### config.mk
export PLATFORM = sky130hd
export DESIGN_NAME = branch_target_buffer
export DESIGN_NICKNAME = d
export VERILOG_FILES = /design/src/rtl/isa_pkg.sv /design/src/rtl/sat_counter2.sv /design/src/rtl/branch_target_buffer.sv
export SDC_FILE = /design/constraint.sdc
export NUM_CORES = 1
export LEC_CHECK = 0
export ABC_CLOCK_PERIOD_IN_PS = 7400
export CAP_MARGIN = 20
export CORE_MARGIN = 2
export CORE_UTILIZATION = 40
export DETAILED_ROUTE_END_ITERATION = 8
export HOLD_SLACK_MARGIN = 0.15
export PLACE_DENSITY_LB_ADDON = 0.1
export SLEW_MARGIN = 15
export SYNTH_ARGS = -nofsm -noshare
export SYNTH_HDL_FRONTEND = slang
export SYNTH_SLANG_ARGS = --single-unit
### constraint.sdc
create_clock -name CLK -period 7.4 [get_ports CLK]
set_clock_uncertainty 0.15 [all_clocks]
set_input_delay 1.48 -clock CLK [delete_from_list [all_inputs] [get_ports CLK]]
set_output_delay 1.48 -clock CLK [all_outputs]
set_load 0.02 [all_outputs]
### src/rtl/isa_pkg.sv
`default_nettype none
// +--------------------------------------------------------------------------+
// | isa_pkg: shared ISA-level types (word, BTB entry, direction counter).    |
// | Rev 1.0                                                                  |
// +--------------------------------------------------------------------------+
package isa_pkg;

  typedef logic [31:0] word_t;

  typedef enum logic [1:0] {
    SNT = 2'b00,
    WNT = 2'b01,
    WT  = 2'b10,
    ST  = 2'b11
  } bp_cnt_t;

  localparam int BTB_ENTRIES_DEFAULT = 16;

  // Sized for the smallest legal table (2 entries); larger tables zero-pad the top.
  localparam int BTB_TAG_FIELD_W = 29;

  typedef struct packed {
    logic                       valid;
    logic [BTB_TAG_FIELD_W-1:0] tag;
    word_t                      target;
    bp_cnt_t                    cnt;
  } btb_entry_t;

endpackage
`default_nettype wire

### src/rtl/sat_counter2.sv
`default_nettype none
// +--------------------------------------------------------------------------+
// | sat_counter2: next-state function of a 2-bit saturating direction ctr.  |
// | Rev 1.0                                                                  |
// +--------------------------------------------------------------------------+
module sat_counter2
  import isa_pkg::*;
(
  input  bp_cnt_t i_cnt,
  input  logic    i_taken,
  input  logic    i_force,
  output bp_cnt_t o_cnt
);

  always_comb begin
    o_cnt = i_cnt;
    if (i_force) begin
      o_cnt = ST;
    end else if (i_taken) begin
      case (i_cnt)
        SNT:     o_cnt = WNT;
        WNT:     o_cnt = WT;
        WT:      o_cnt = ST;
        default: o_cnt = ST;
      endcase
    end else begin
      case (i_cnt)
        ST:      o_cnt = WT;
        WT:      o_cnt = WNT;
        WNT:     o_cnt = SNT;
        default: o_cnt = SNT;
      endcase
    end
  end

endmodule
`default_nettype wire

### src/rtl/branch_target_buffer.sv
`default_nettype none
// +--------------------------------------------------------------------------+
// | branch_target_buffer: direct-mapped BTB with 2-bit direction counters.  |
// | Rev 1.0                                                                  |
// +--------------------------------------------------------------------------+
module branch_target_buffer
  import isa_pkg::*;
#(
  parameter int ENTRIES = BTB_ENTRIES_DEFAULT
) (
  input  logic  CLK,
  input  logic  nRST,
  input  word_t pc,
  output word_t pc_prediction,
  output logic  pred_taken,
  output logic  pred_hit,
  input  logic  upd_en,
  input  word_t upd_pc,
  input  word_t upd_target,
  input  logic  upd_taken,
  input  logic  upd_is_jump
);

  localparam int IDX_W    = $clog2(ENTRIES);
  localparam int TAG_W    = 30 - IDX_W;
  localparam int C_PAD_W  = BTB_TAG_FIELD_W - TAG_W;
  localparam word_t C_PC_INC = 32'd4;

  btb_entry_t r_table [ENTRIES];

  logic [IDX_W-1:0]           w_idx;
  logic [BTB_TAG_FIELD_W-1:0] w_tag;
  btb_entry_t                 w_rd;

  logic [IDX_W-1:0]           w_upd_idx;
  logic [BTB_TAG_FIELD_W-1:0] w_upd_tag;
  btb_entry_t                 w_upd_rd;
  logic                       w_upd_hit;
  bp_cnt_t                    w_next_cnt;

  logic                       w_unused;

  assign w_unused = ^{pc[1:0], upd_pc[1:0]};

  // Lookup reads registered state only, so a same-cycle update is not bypassed.
  assign w_idx = pc[IDX_W+1:2];
  assign w_tag = {{C_PAD_W{1'b0}}, pc[31:IDX_W+2]};
  assign w_rd  = r_table[w_idx];

  assign pred_hit      = w_rd.valid && (w_rd.tag == w_tag);
  assign pred_taken    = pred_hit && w_rd.cnt[1];
  assign pc_prediction = pred_taken ? w_rd.target : (pc + C_PC_INC);

  assign w_upd_idx = upd_pc[IDX_W+1:2];
  assign w_upd_tag = {{C_PAD_W{1'b0}}, upd_pc[31:IDX_W+2]};
  assign w_upd_rd  = r_table[w_upd_idx];
  assign w_upd_hit = w_upd_rd.valid && (w_upd_rd.tag == w_upd_tag);

  sat_counter2 u_cnt (
    .i_cnt   (w_upd_rd.cnt),
    .i_taken (upd_taken),
    .i_force (upd_is_jump),
    .o_cnt   (w_next_cnt)
  );

  always_ff @(posedge CLK) begin
    if (!nRST) begin
      for (int i = 0; i < ENTRIES; i++) begin
        r_table[i].valid <= 1'b0;
        r_table[i].cnt   <= WNT;
      end
    end else if (upd_en) begin
      if (w_upd_hit) begin
        r_table[w_upd_idx].target <= upd_target;
        r_table[w_upd_idx].cnt    <= w_next_cnt;
      end else if (upd_taken || upd_is_jump) begin
        // Not-taken misses never allocate, keeping cold branches out of the table.
        r_table[w_upd_idx].valid  <= 1'b1;
        r_table[w_upd_idx].tag    <= w_upd_tag;
        r_table[w_upd_idx].target <= upd_target;
        r_table[w_upd_idx].cnt    <= upd_is_jump ? ST : WT;
      end
    end
  end

endmodule
`default_nettype wire

==> results by group, run 1 <==
Yosys
  • Ys Warns: 0
  • Yosys cell types: 61
  • Yosys reg bits: 976
  • Post-synthesis sequential area ratio: 68.1%
  • Post-synth EDFFs: 960
  • Mapped Area: between 40000 and 50000 sq um
  • Post-synth ARST share: 0%
  • Syn Nets: approximately 2200
  • Post-Synthesis Cells: 2147
  • Synth Flop Type: edfxtp_1
  • Mean Syn Cell Area: 19.9 sq um

Worst setup path
  • CP Depth: 12
  • Worst Setup Path Type: primary input to output port
  • RR Endpoint: r_table[8][14]$_DFFE_PP_
  • Crit path from: pc[2]
  • Worst setup EP type: output port
  • CP Data Arrival Time: between 5000 and 6000 ps
  • Flop-to-flop setup slack: ~2600 ps
  • R2R depth: 10
  • Delay-heaviest family, CP: multiplexers
  • CP Max Fanout: 17
  • Worst Path Required: 5770 ps
  • Buf/Inv on CP: 4
  • Slowest CP cell: clkdlybuf4s50_1
  • Critical-path cell list: buf_8 > buf_4 > mux4_2 > mux2i_1 > xor2_1 > a31oi_1 > nor4_1 > nand3_1 > nor3_2 > buf_4 > mux2_2 > clkdlybuf4s50_1
  • Worst setup endpoint: pc_prediction[31]
  • Crit-path max cell delay: around 550 ps
  • CP startpoint kind: primary input
  • Critical Path Most Common Cell: buf_4
  • FF-to-FF Start: r_table[14][46]$_DFFE_PP_

Clock tree
  • Clock Sink Count: roughly 1000
  • CTS clk-pin slew, worst paths: 60 ps
  • Clock Tree Buf Depth: 3
  • CTS Buf Count: ~110
  • H-tree lvl count: 3
  • CTS root buf: clkbuf_16
  • Clock Latency Late Sink: roughly 700 ps
  • CTS tree: done

Timing
  • Fin Hold WS: ~330 ps
  • Worst rel slew slack: a little under a third
  • Final Hold Viols: 0
  • Fmax: between 0.1 and 0.15 GHz
  • Max-slew violation count: 0
  • Unrepaired setup endpoints after global routing: false
  • Final period utilization: 96.3%
  • Minimum clock period: about 7100 ps
  • Setup TNS: 0 ps
  • Tightest Pin Transition: ~1000 ps
  • Final setup viols: 0

Drt
  • Drt drc: 0
  • DRT iter0 DRCs: 2279
  • Avg WL per Cell: about 32 um
  • Drt pass-1 iters: 5
  • Vias: around 23000
  • Via density: 5.96
  • Detailed-route wire length: between 100 and 150 mm
  • Antenna viol nets, final: 0

Status
  • Status: completed

Placed design
  • Placed instance area: between 40000 and 50000 sq um
  • Dpl hpwl: 72.5 mm
  • PortBufs: around 130
  • GPL Wtd Cong: about 0.85

Pwr
  • P per Cell Area: 245 nW/um^2
  • Peak VDD IR: about 0.00019 V
  • Lkg Pwr: ~16 nW

Cells and area
  • Layout cell share with drive strength beyond 1: 29.6%
  • Multi-input logic area: about 13000 sq um
  • Area growth syn-to-layout: 17.8%
  • Final nets: ~2500
  • Final Instance Area: a little over 50000 sq um
  • Area occupied by registers: roughly 29000 sq um
  • Most flop-heavy register: r_table
  • Biggest registers after layout: r_table x976
  • Filler Cell Count: just under 9000
  • Max FFs per register: ~1000

Hold path
  • Worst hold path type: flip-flop to flip-flop

Global route
  • Tot GR Track Use: 23.0%
  • Largest net degree at the start of global routing: between 100 and 150
  • First-pass GRT wire length: between 150 and 200 mm
  • Number of antenna violations at the first check in global routing: 9
  • Number of global-route vias before repair: around 24000
  • Grt total ovfl: 0

Floorplan
  • Die ar.: 110000 sq um
  • Die X: approximately 330 um
  • Die height: around 330 um
  • Core Box Area: 106000 sq um
  • Cell row count: roughly 120
  • I/O pins: 135
  • Initial Util: between 40 and 50%

Job
  • Max Cap Violations: 0
worst register-to-register path: stages, from the launching register on:
cell and delay (ps):
edfxtp_1 390, mux4_2 500, mux4_2 480, xnor2_1 350
o211ai_1 180, a2111oi_2 250, nand4b_1 240, or4b_4 680
a21o_2 570, nor2_4 490, buf_12 240
cell families (layout without fill, tap and decap cells):
family | Yosys count | after routing | share of synthesized area, %
compound gates | 154 | 154 | 2.43
xor+xnor | 84 | 84 | 1.72
fa+ha+maj | 1 | 1 | 0.0292
buf+inv | 148 | 459 | 1.56
flops | 976 | 976 | 68.1
mux | 534 | 534 | 23.2
other cells | 0 | 4 | 0
simple gates | 250 | 250 | 2.95
per-layer routing:
layer / wire length (um) / global-route usage, % / vias to the layer above / part of all wire [%]
met5: 68 / 0 / - / 0.055
li1: - / - / 9515 / -
met3: 9080 / 4.68 / 199 / 7.3
met1: 51900 / 31.8 / 12308 / 42
met4: 2880 / 5.80 / 10 / 2.3
met2: 60400 / 37.5 / 947 / 49
cells in the final DEF (no fill, tap or decap), drive strengths merged, types with 8 or more instances in the layout:
master         instances
edfxtp               960
mux4                 361
buf                  135
mux2i                134
clkbuf               126
clkdlybuf4s50        123
nor2                  59
nand2                 57
xnor2                 50
clkinv                49
o21ai                 47
mux2                  39
xor2                  34
nand3                 32
a21oi                 23
nor2b                 22
nor3                  22
a22oi                 16
dfxtp                 16
a211oi                16
a22o                  14
nand4                 13
nand2b                10
clkinvlp              10
bufinv                10
o22ai                  8
repair_timing:
action                                  in CTS  in global routing
hold buffers                                 0                  0
endpoints found under the setup margin       0                 22
resized for setup                            0                  2
buffers inserted                             0                  0
hold endpoints to repair                     0                  0
cells in the mapped netlist (all sizes together) (2+ instances only):
library cell,n,share of area (%)
a211oi,16,0.31
a21oi,23,0.27
nor3,22,0.29
xor2,34,0.70
nand2b,10,0.15
or4,4,0.070
buf,79,0.96
a221o,3,0.070
and2,3,0.044
nor4,5,0.073
o2111ai,2,0.041
a22o,14,0.29
nand3,32,0.37
o21ai,47,0.55
nor2b,22,0.32
mux4,361,19
or3b,2,0.041
or3,4,0.058
mux2i,134,3.1
o22ai,8,0.12
clkinv,2,0.018
dfxtp,16,0.75
and3,5,0.073
mux2,39,1.0
inv,4,0.035
a221oi,5,0.10
and3b,2,0.041
and4,3,0.061
xnor2,50,1.0
a22oi,16,0.28
nand4,13,0.19
clkbuf,63,0.55
a21o,2,0.035
o31ai,3,0.053
or2,3,0.044
edfxtp,960,67
nand2,57,0.50
nand4b,2,0.041
o211ai,5,0.088
nor2,59,0.52
metrics by stage:
| stage | instances | util (%) | total power [mW] | worst slack, ps |
|---|---|---|---|---|
| final | 3853 | 47.7 | 12.4 | 270 |
| after global routing | 3849 | 47.7 | 12.7 | 14.6 |
| after CTS | 3849 | 47.6 | 12.5 | 187 |
| after detailed placement | 3654 | 44.4 | 7.26 | 215 |
| after global placement | 3654 | 44.4 | 7.25 | 149 |
| after floorplan | 2147 | - | 6.82 | 788 |
worst min-delay path by stage:
stage / slack (ps) / to / from / depth (start not counted)
after global placement: 300 / r_table[11][60]$_SDFF_PP1_ / r_table[11][60]$_SDFF_PP1_ / 2
after floorplan: 290 / r_table[10][60]$_SDFF_PP1_ / r_table[10][60]$_SDFF_PP1_ / 2
after detailed placement: 320 / r_table[11][60]$_SDFF_PP1_ / r_table[11][60]$_SDFF_PP1_ / 2
final: 330 / r_table[12][60]$_SDFF_PP1_ / r_table[12][60]$_SDFF_PP1_ / 2
after global routing: 360 / r_table[2][60]$_SDFF_PP1_ / r_table[2][60]$_SDFF_PP1_ / 2
after CTS: 330 / r_table[11][60]$_SDFF_PP1_ / r_table[11][60]$_SDFF_PP1_ / 2
power by group:
part / leakage (nW) / internal (mW) / switching (mW)
sequential: 8.81 / 6.13 / 0.0204
combinational: 5.45 / 0.424 / 0.557
clock: 1.65 / 3.01 / 2.22
layout make-up:
type / count / area share (%)
Clock buffer: 126 / 5.46
Multi-Input combinational cell: 1023 / 26.2
Inverter: 6 / 0.0447
Tap cell: 1391 / 3.45
Clock inverter: 69 / 1.36
Sequential cell: 976 / 57.9
Antenna cell: 4 / 0.0199
Timing Repair Buffer: 258 / 5.60
Note: power is estimated with default switching activity, not from simulation.
==> run 2, diff against run 1 <==
--- a/config.mk
+++ b/config.mk
@@ -7,6 +7,8 @@
 export LEC_CHECK = 0
 export ABC_CLOCK_PERIOD_IN_PS = 7400
 export CAP_MARGIN = 20
+export CELL_PAD_IN_SITES_DETAIL_PLACEMENT = 1
+export CELL_PAD_IN_SITES_GLOBAL_PLACEMENT = 1
 export CORE_MARGIN = 2
 export CORE_UTILIZATION = 40
 export DETAILED_ROUTE_END_ITERATION = 8
@@ -15,4 +17,5 @@
 export SLEW_MARGIN = 15
 export SYNTH_ARGS = -nofsm -noshare
 export SYNTH_HDL_FRONTEND = slang
+export SYNTH_HIERARCHICAL = 1
 export SYNTH_SLANG_ARGS = --single-unit
==> run 2 against run 1 <==
  * Die area rose by 1.5%
  * Synthesized cell count rose by 2.7%
  * Final cell count rose by 1.8%
  * Register-to-register slack improved by 160 ps
  * Hold slack barely moved
  * Global-route usage rose by 1.1 points
  * Critical path depth rose by 2
  * Cell area rose by 0.86%
  * Critical path type unchanged
  * Largest cell class unchanged
  * Largest power group unchanged
==> results by group, run 2 <==
Hold path
  • Worst hold path type: flip-flop to flip-flop
  • Hold path startpoint: r_table[4][60]$_SDFF_PP1_
  • Hold depth: 2
  • Hold Path End: r_table[4][60]$_SDFF_PP1_

Yosys
  • Mapped Area: ~43000 sq um
  • Yosys cell types: 71
  • Synth Flop Type: edfxtp_1
  • Post-synth EDFFs: 960
  • Ys Warns: 6
  • Most common cell in the netlist: edfxtp_1
  • Post-synth ARST share: 0%
  • Post-Synthesis Cells: approximately 2200
  • Mean Syn Cell Area: between 15 and 20 sq um
  • Post-synthesis sequential area ratio: about 67%
  • Synth top area cells: edfxtp_1 66%, mux4_2 18%, mux2i_1 3.3%
  • Yosys reg bits: a little under 1000
  • Syn Nets: approximately 2300
  • Post-synth top area share: between 60 and 70%
  • Synth area leader: edfxtp_1
  • Commonest cells post-synth: 960 x edfxtp_1, 351 x mux4_2, 145 x mux2i_1, 59 x xnor2_1

Worst setup path
  • Flop-to-flop setup slack: about 2700 ps
  • CP Max Fanout: between 40 and 50
  • Worst Path Required: around 5800 ps
  • R2R depth: 9
  • RR Endpoint: r_table[13][1]$_SDFFCE_PN0P_
  • Worst setup EP type: output port
  • Crit path from: pc[2]
  • CP Data Arrival Time: roughly 5600 ps
  • Worst Setup Path Type: primary input to output port
  • CP startpoint kind: primary input
  • FF-to-FF Start: r_table[15][39]$_DFFE_PP_

Drt
  • Avg WL per Cell: 33.7 um
  • Vias: roughly 23000
  • Detailed-route wire length: between 100 and 150 mm
  • Via density: approximately 6.0
  • Drt pass-1 iters: 5
  • Antenna viol nets, final: 0
  • DRT iter0 DRCs: around 2200
  • Drt drc: 0

Global route
  • Number of global-route vias before repair: 25298
  • Grt total ovfl: 0
  • Number of antenna violations at the first check in global routing: 20
  • Tot GR Track Use: between 20% and 30%
  • First-pass GRT wire length: ~190 mm
  • Largest net degree at the start of global routing: 73

Clock tree
  • Clock Tree Buf Depth: 3
  • H-tree lvl count: 3
  • Cts hold-fix bufs: 0
  • # Post-CTS Setup Buffers: 0
  • Cts repair resizes: 0
  • Clock Latency Late Sink: about 710 ps
  • CTS tree: done
  • CTS clk-pin slew, worst paths: roughly 60 ps
  • Clock Sink Count: 976
  • CTS root buf: clkbuf_16
  • CTS Buf Count: roughly 110

Floorplan
  • Die height: 334 um
  • Cell row count: 120
  • Initial Util: between 40 and 50%
  • Core Box Area: ~110000 sq um
  • Die ar.: approximately 110000 sq um
  • I/O pins: between 100 and 150
  • Die X: 334 um

Cells and area
  • Most frequent cells in the layout: 960 x edfxtp_1, 351 x mux4_2, 145 x mux2i_1, 119 x buf_4, 116 x clkdlybuf4s50_1
  • Most common cell after layout, fill and taps aside: edfxtp_1
  • Most flop-heavy register: r_table
  • Max FFs per register: roughly 980
  • Area growth syn-to-layout: 17.0%
  • Biggest registers after layout: r_table x976
  • Layout Cells excl Fill: 3923
  • Layout cell share with drive strength beyond 1: a little under a third
  • Final nets: about 2500
  • Final Util: 47.3%

Pwr
  • P per Cell Area: between 200 and 250 nW/um^2
  • Lkg Pwr: between 15 and 20 nW
  • Peak VDD IR: about 0.00019 V

Timing
  • Setup TNS: 0 ps
  • Final period utilization: between 90% and 100%
  • Fmax: approximately 0.14 GHz
  • Minimum clock period: approximately 7200 ps
  • Max-slew violation count: 0
  • Tightest Pin Transition: roughly 1100 ps
  • Setup ws final: roughly 210 ps
  • Final setup viols: 0
  • Unrepaired setup endpoints after global routing: false
  • Final Hold Viols: 0
  • Worst rel slew slack: a little under 30%

Job
  • Max Cap Violations: 0

Placed design
  • GPL Wtd Cong: ~0.80
  • Placed cells: around 3700
  • Dpl ws: 97.3 ps
  • Dpl hpwl: 79.0 mm
  • PortBufs: around 130

Status
  • Status: completed
==> run 2: cell types whose count changed after synthesis, sizes merged, moves of 11 or more <==
cell	previous run	this run
a211oi	16	5
buf	79	100
mux2	39	53
nor4	5	18
a21oi	23	12
mux2i	134	145
nor3	22	33
o22ai	8	24
==> run 2: where the power goes <==
group | leakage, nW | switching [mW] | internal (mW)
Clock | 1.71 | 2.30 | 3.14
Combinational | 5.71 | 0.566 | 0.430
Sequential | 8.80 | 0.0230 | 6.14
==> run 2: area by class of cell <==
cell class,count,area [sq um]
Timing Repair Buffer,270,2700
Inverter,7,26.3
Clock buffer,121,2710
Clock inverter,77,870
Sequential cell,976,29100
Tap cell,1403,1760
Fill cell,9745,56500
Multi-Input combinational cell,1065,13600
Antenna cell,4,10.0
==> run 2: metrics by stage <==
step	hold slack (ps)	instance area, sq um	total power [mW]
after global placement	314	47200	7.26
after floorplan	281	43400	6.84
final	333	50800	12.6
after global routing	365	50800	13.0
after detailed placement	321	47200	7.28
after CTS	334	50800	12.7
==> run 2: logic make-up after synthesis <==
kind of cell / after synthesis / synth area share (%)
simple gates: 268 / 3.34
mux: 549 / 23.2
xor+xnor: 97 / 1.96
fa+ha+maj: 1 / 0.0288
buf+inv: 163 / 2.10
flops: 976 / 67.1
compound gates: 150 / 2.31
==> run 2: worst max path at each step <==
| stage | end | slack (ps) |
|---|---|---|
| after floorplan | r_table[0][10]$_DFFE_PP_ | 720 |
| after global placement | pc_prediction[8] | 120 |
| after detailed placement | pc_prediction[15] | 100 |
| after CTS | pc_prediction[15] | 80 |
| after global routing | pc_prediction[11] | 50 |
| final | pc_prediction[12] | 210 |
==> run 2: worst max-delay path, stage by stage <==
cell,delay (ps)
buf_12,270
buf_4,280
mux4_2,520
mux2i_1,340
buf_4,200
xnor2_1,60
nor3_1,300
o21ba_2,220
nand4b_1,140
nor4b_4,290
buf_4,200
buf_12,200
mux2_4,350
clkdlybuf4s50_1,550
==> run 2: routing by layer <==
| layer | routed length (um) | part of all wire (%) | global-route usage (%) |
|---|---|---|---|
| met5 | 191 | 0.14 | 0 |
| met3 | 8730 | 6.6 | 5.60 |
| met4 | 3200 | 2.4 | 6.60 |
| met2 | 64900 | 49 | 39.5 |
| met1 | 55400 | 42 | 32.1 |
==> run 3, diff against run 2 <==
--- a/config.mk
+++ b/config.mk
@@ -5,10 +5,12 @@
 export SDC_FILE = /design/constraint.sdc
 export NUM_CORES = 1
 export LEC_CHECK = 0
+export ABC_AREA = 1
 export ABC_CLOCK_PERIOD_IN_PS = 7400
 export CAP_MARGIN = 20
 export CELL_PAD_IN_SITES_DETAIL_PLACEMENT = 1
 export CELL_PAD_IN_SITES_GLOBAL_PLACEMENT = 1
+export CORE_ASPECT_RATIO = 0.6
 export CORE_MARGIN = 2
 export CORE_UTILIZATION = 40
 export DETAILED_ROUTE_END_ITERATION = 8
@@ -19,3 +21,4 @@
 export SYNTH_HDL_FRONTEND = slang
 export SYNTH_HIERARCHICAL = 1
 export SYNTH_SLANG_ARGS = --single-unit
+export TNS_END_PERCENT = 5
==> run 3 against run 2 <==
  * Hold slack lost 35 ps
  * Flip-flop and latch count unchanged
  * Synthesized area rose by 5.1%
  * Via count grew 53%
  * Final cell count up 62%
  * Non-clock buffer count is 8 lower
  * Synthesized cell count rose by 110%
  * Sequential share of layout area down 1.6 points
==> results by group, run 3 <==
Status
  • Status: completed

Timing
  • Final Hold Viols: 0
  • Final period utilization: between 90 and 100%
  • Minimum clock period: around 7100 ps
  • Unrepaired setup endpoints after global routing: false
  • Fmax: between 0.1 and 0.15 GHz
  • Tightest Pin Transition: 1050 ps
  • Worst rel slew slack: between 20% and 30%
  • Max-slew violation count: 0
  • Final setup viols: 0
  • Setup TNS: 0 ps

Yosys
  • Post-synth top area share: 63.1%
  • Syn Nets: 4800
  • Yosys cell types: between 40 and 50
  • Ys Warns: 6
  • Synth area leader: edfxtp_1
  • Mean Syn Cell Area: between 9 and 10 sq um
  • Post-synth EDFFs: 960
  • Synth Flop Type: edfxtp_1
  • Post-synth ARST share: 0%
  • Post-Synthesis Cells: around 4700
  • Yosys reg bits: around 980
  • Synth top area cells: edfxtp_1 63%, nand2_1 11%, o21ai_0 5.9%
  • Commonest cells post-synth: 1392 x nand2_1, 960 x edfxtp_1, 546 x nor2_1, 540 x o21ai_0, 280 x inv_1
  • Mapped Area: 45700 sq um
  • Most common cell in the netlist: nand2_1
  • Post-synthesis sequential area ratio: roughly 64%

Global route
  • Largest net degree at the start of global routing: around 120
  • First-pass GRT wire length: 244 mm
  • Number of global-route vias before repair: about 35000
  • Grt total ovfl: 0
  • Tot GR Track Use: between 20% and 30%
  • Number of antenna violations at the first check in global routing: 10

Floorplan
  • Die ar.: around 120000 sq um
  • Core Box Area: 113000 sq um
  • Cell row count: 95
  • I/O pins: about 140
  • Die height: ~270 um
  • Initial Util: 40.6%
  • Die X: 440 um

Clock tree
  • Clock Tree Buf Depth: 3
  • H-tree lvl count: 3
  • CTS clk-pin slew, worst paths: ~70 ps
  • Cts hold-fix bufs: 0
  • CTS Buf Count: between 90 and 100
  • # Post-CTS Setup Buffers: 0
  • Cts repair resizes: 0
  • CTS root buf: clkbuf_16
  • CTS tree: done
  • Clock Latency Late Sink: 730 ps
  • Clock Sink Count: a little under 1000

Cells and area
  • Final nets: roughly 4900
  • Most frequent cells in the layout: 1392 x nand2_1, 960 x edfxtp_1, 540 x o21ai_0, 529 x nor2_1, 260 x inv_1
  • Max FFs per register: roughly 980
  • Layout cell share with drive strength beyond 1: 6.65%
  • Filler Cell Count: 12461
  • Biggest registers after layout: r_table x976
  • Layout Cells excl Fill: ~6400
  • Most common cell after layout, fill and taps aside: nand2_1
  • Most flop-heavy register: r_table
  • Area growth syn-to-layout: 14.5%

Worst setup path
  • Worst Path Required: roughly 5800 ps
  • CP startpoint kind: primary input
  • CP Data Arrival Time: approximately 5400 ps
  • RR Endpoint: r_table[2][14]$_DFFE_PP_
  • FF-to-FF Start: r_table[9][37]$_DFFE_PP_
  • CP Max Fanout: 21
  • R2R depth: 19
  • Worst setup EP type: output port
  • Worst Setup Path Type: primary input to output port
  • Flop-to-flop setup slack: ~3200 ps

Pwr
  • Switching pwr: 3.11 mW
  • Lkg Pwr: a little under 20 nW
  • Sw Share: between 20 and 30%
  • Peak VDD IR: slightly below 0.0002 V
  • P per Cell Area: 235 nW/um^2
  • Clock power share: 40.2%
  • Tot Pwr: ~12 mW
  • Logic pwr share: under 10%
  • P_int: between 9 and 10 mW
  • Reg power frac: 49.9%

Hold path
  • Hold depth: 2
  • Hold Path End: r_table[5][60]$_SDFF_PP1_
  • Worst hold path type: flip-flop to flip-flop
  • Hold path startpoint: r_table[5][60]$_SDFF_PP1_

Placed design
  • GPL Wtd Cong: approximately 0.91
  • PortBufs: 132
  • Placed cells: 6173
  • Dpl hpwl: around 100 mm

Drt
  • Avg WL per Cell: 26.4 um
  • DRT iter0 DRCs: 3797
  • Vias: roughly 36000
  • Drt drc: 0
  • Via density: approximately 5.6
  • Detailed-route wire length: roughly 170 mm
  • Drt pass-1 iters: 6
  • Antenna viol nets, final: 0

Job
  • Max Cap Violations: 0
run 3: how the worst max path moves through the flow:
| stage | start | endpoint | slack [ps] | depth (start not counted) |
|---|---|---|---|---|
| after floorplan | pc[2] | pc_prediction[31] | 2070 | 13 |
| after global placement | pc[5] | pc_prediction[6] | 420 | 18 |
| after detailed placement | pc[5] | pc_prediction[6] | 360 | 18 |
| after CTS | pc[5] | pc_prediction[6] | 360 | 18 |
| after global routing | pc[5] | pc_prediction[29] | 80 | 13 |
| final | pc[5] | pc_prediction[6] | 330 | 18 |
run 3: critical path, stage by stage:
cell,delay (ps)
clkdlybuf4s50_1,760
clkinv_2,280
nor2_4,210
buf_12,210
nand2_1,80
nand2_1,230
inv_1,100
nand3_1,200
nand2_1,80
nor2_1,90
nand2_1,60
nor2_1,120
nand2_1,100
nor2_4,190
buf_12,200
nand3_1,90
nand2_1,230
clkdlybuf4s50_1,670
run 3: layout make-up:
cell class                 instances  area [sq um]  share of cell area [%]
timing repair buffer             262          2800                    5.35
multi-input combinational       3145         14300                    27.3
tap                             1503          1880                    3.60
clock buffer                     130          2590                    4.96
sequential                       976         29100                    55.7
inverter                         287          1100                    2.10
antenna                            8          20.0                  0.0383
clock inverter                    44           464                   0.888
run 3: power by group through the flow:
| stage | Clock [mW] | Sequential, mW | Combinational [mW] |
|---|---|---|---|
| after global placement | 0 | 6.26 | 1.17 |
| final | 4.95 | 6.15 | 1.21 |
| after floorplan | 0 | 6.26 | 0.639 |
| after global routing | 5.21 | 6.15 | 1.32 |
| after detailed placement | 0 | 6.27 | 1.19 |
| after CTS | 5.03 | 6.15 | 1.20 |
run 3: per-stage QoR:
step | utilization, % | area (sq um) | setup WS [ps] | hold WS [ps]
after CTS | 46.4 | 52300 | 363 | 306
after detailed placement | 43.7 | 49200 | 364 | 295
after global routing | 46.4 | 52300 | 75.3 | 326
after global placement | 43.7 | 49200 | 421 | 281
after floorplan | - | 45700 | 2070 | 272
final | 46.5 | 52300 | 335 | 298
run 3: cells by family after synthesis:
family | count (synthesis) | share of synthesized area, %
AND/OR/NAND/NOR | 2210 | 19.0
flip-flops | 976 | 63.8
AO/OA/AOI/OAI | 906 | 11.3
buffers and inverters | 577 | 5.22
XOR/XNOR | 28 | 0.537
adder cells (fa/ha/maj) | 1 | 0.0274
run 3: layer usage:
metal  part of all wire [%]  track usage (%)
met5                 0.0066                0
met4                    2.2             7.11
met3                    7.8             4.84
met2                     42             41.5
met1                     47             43.9
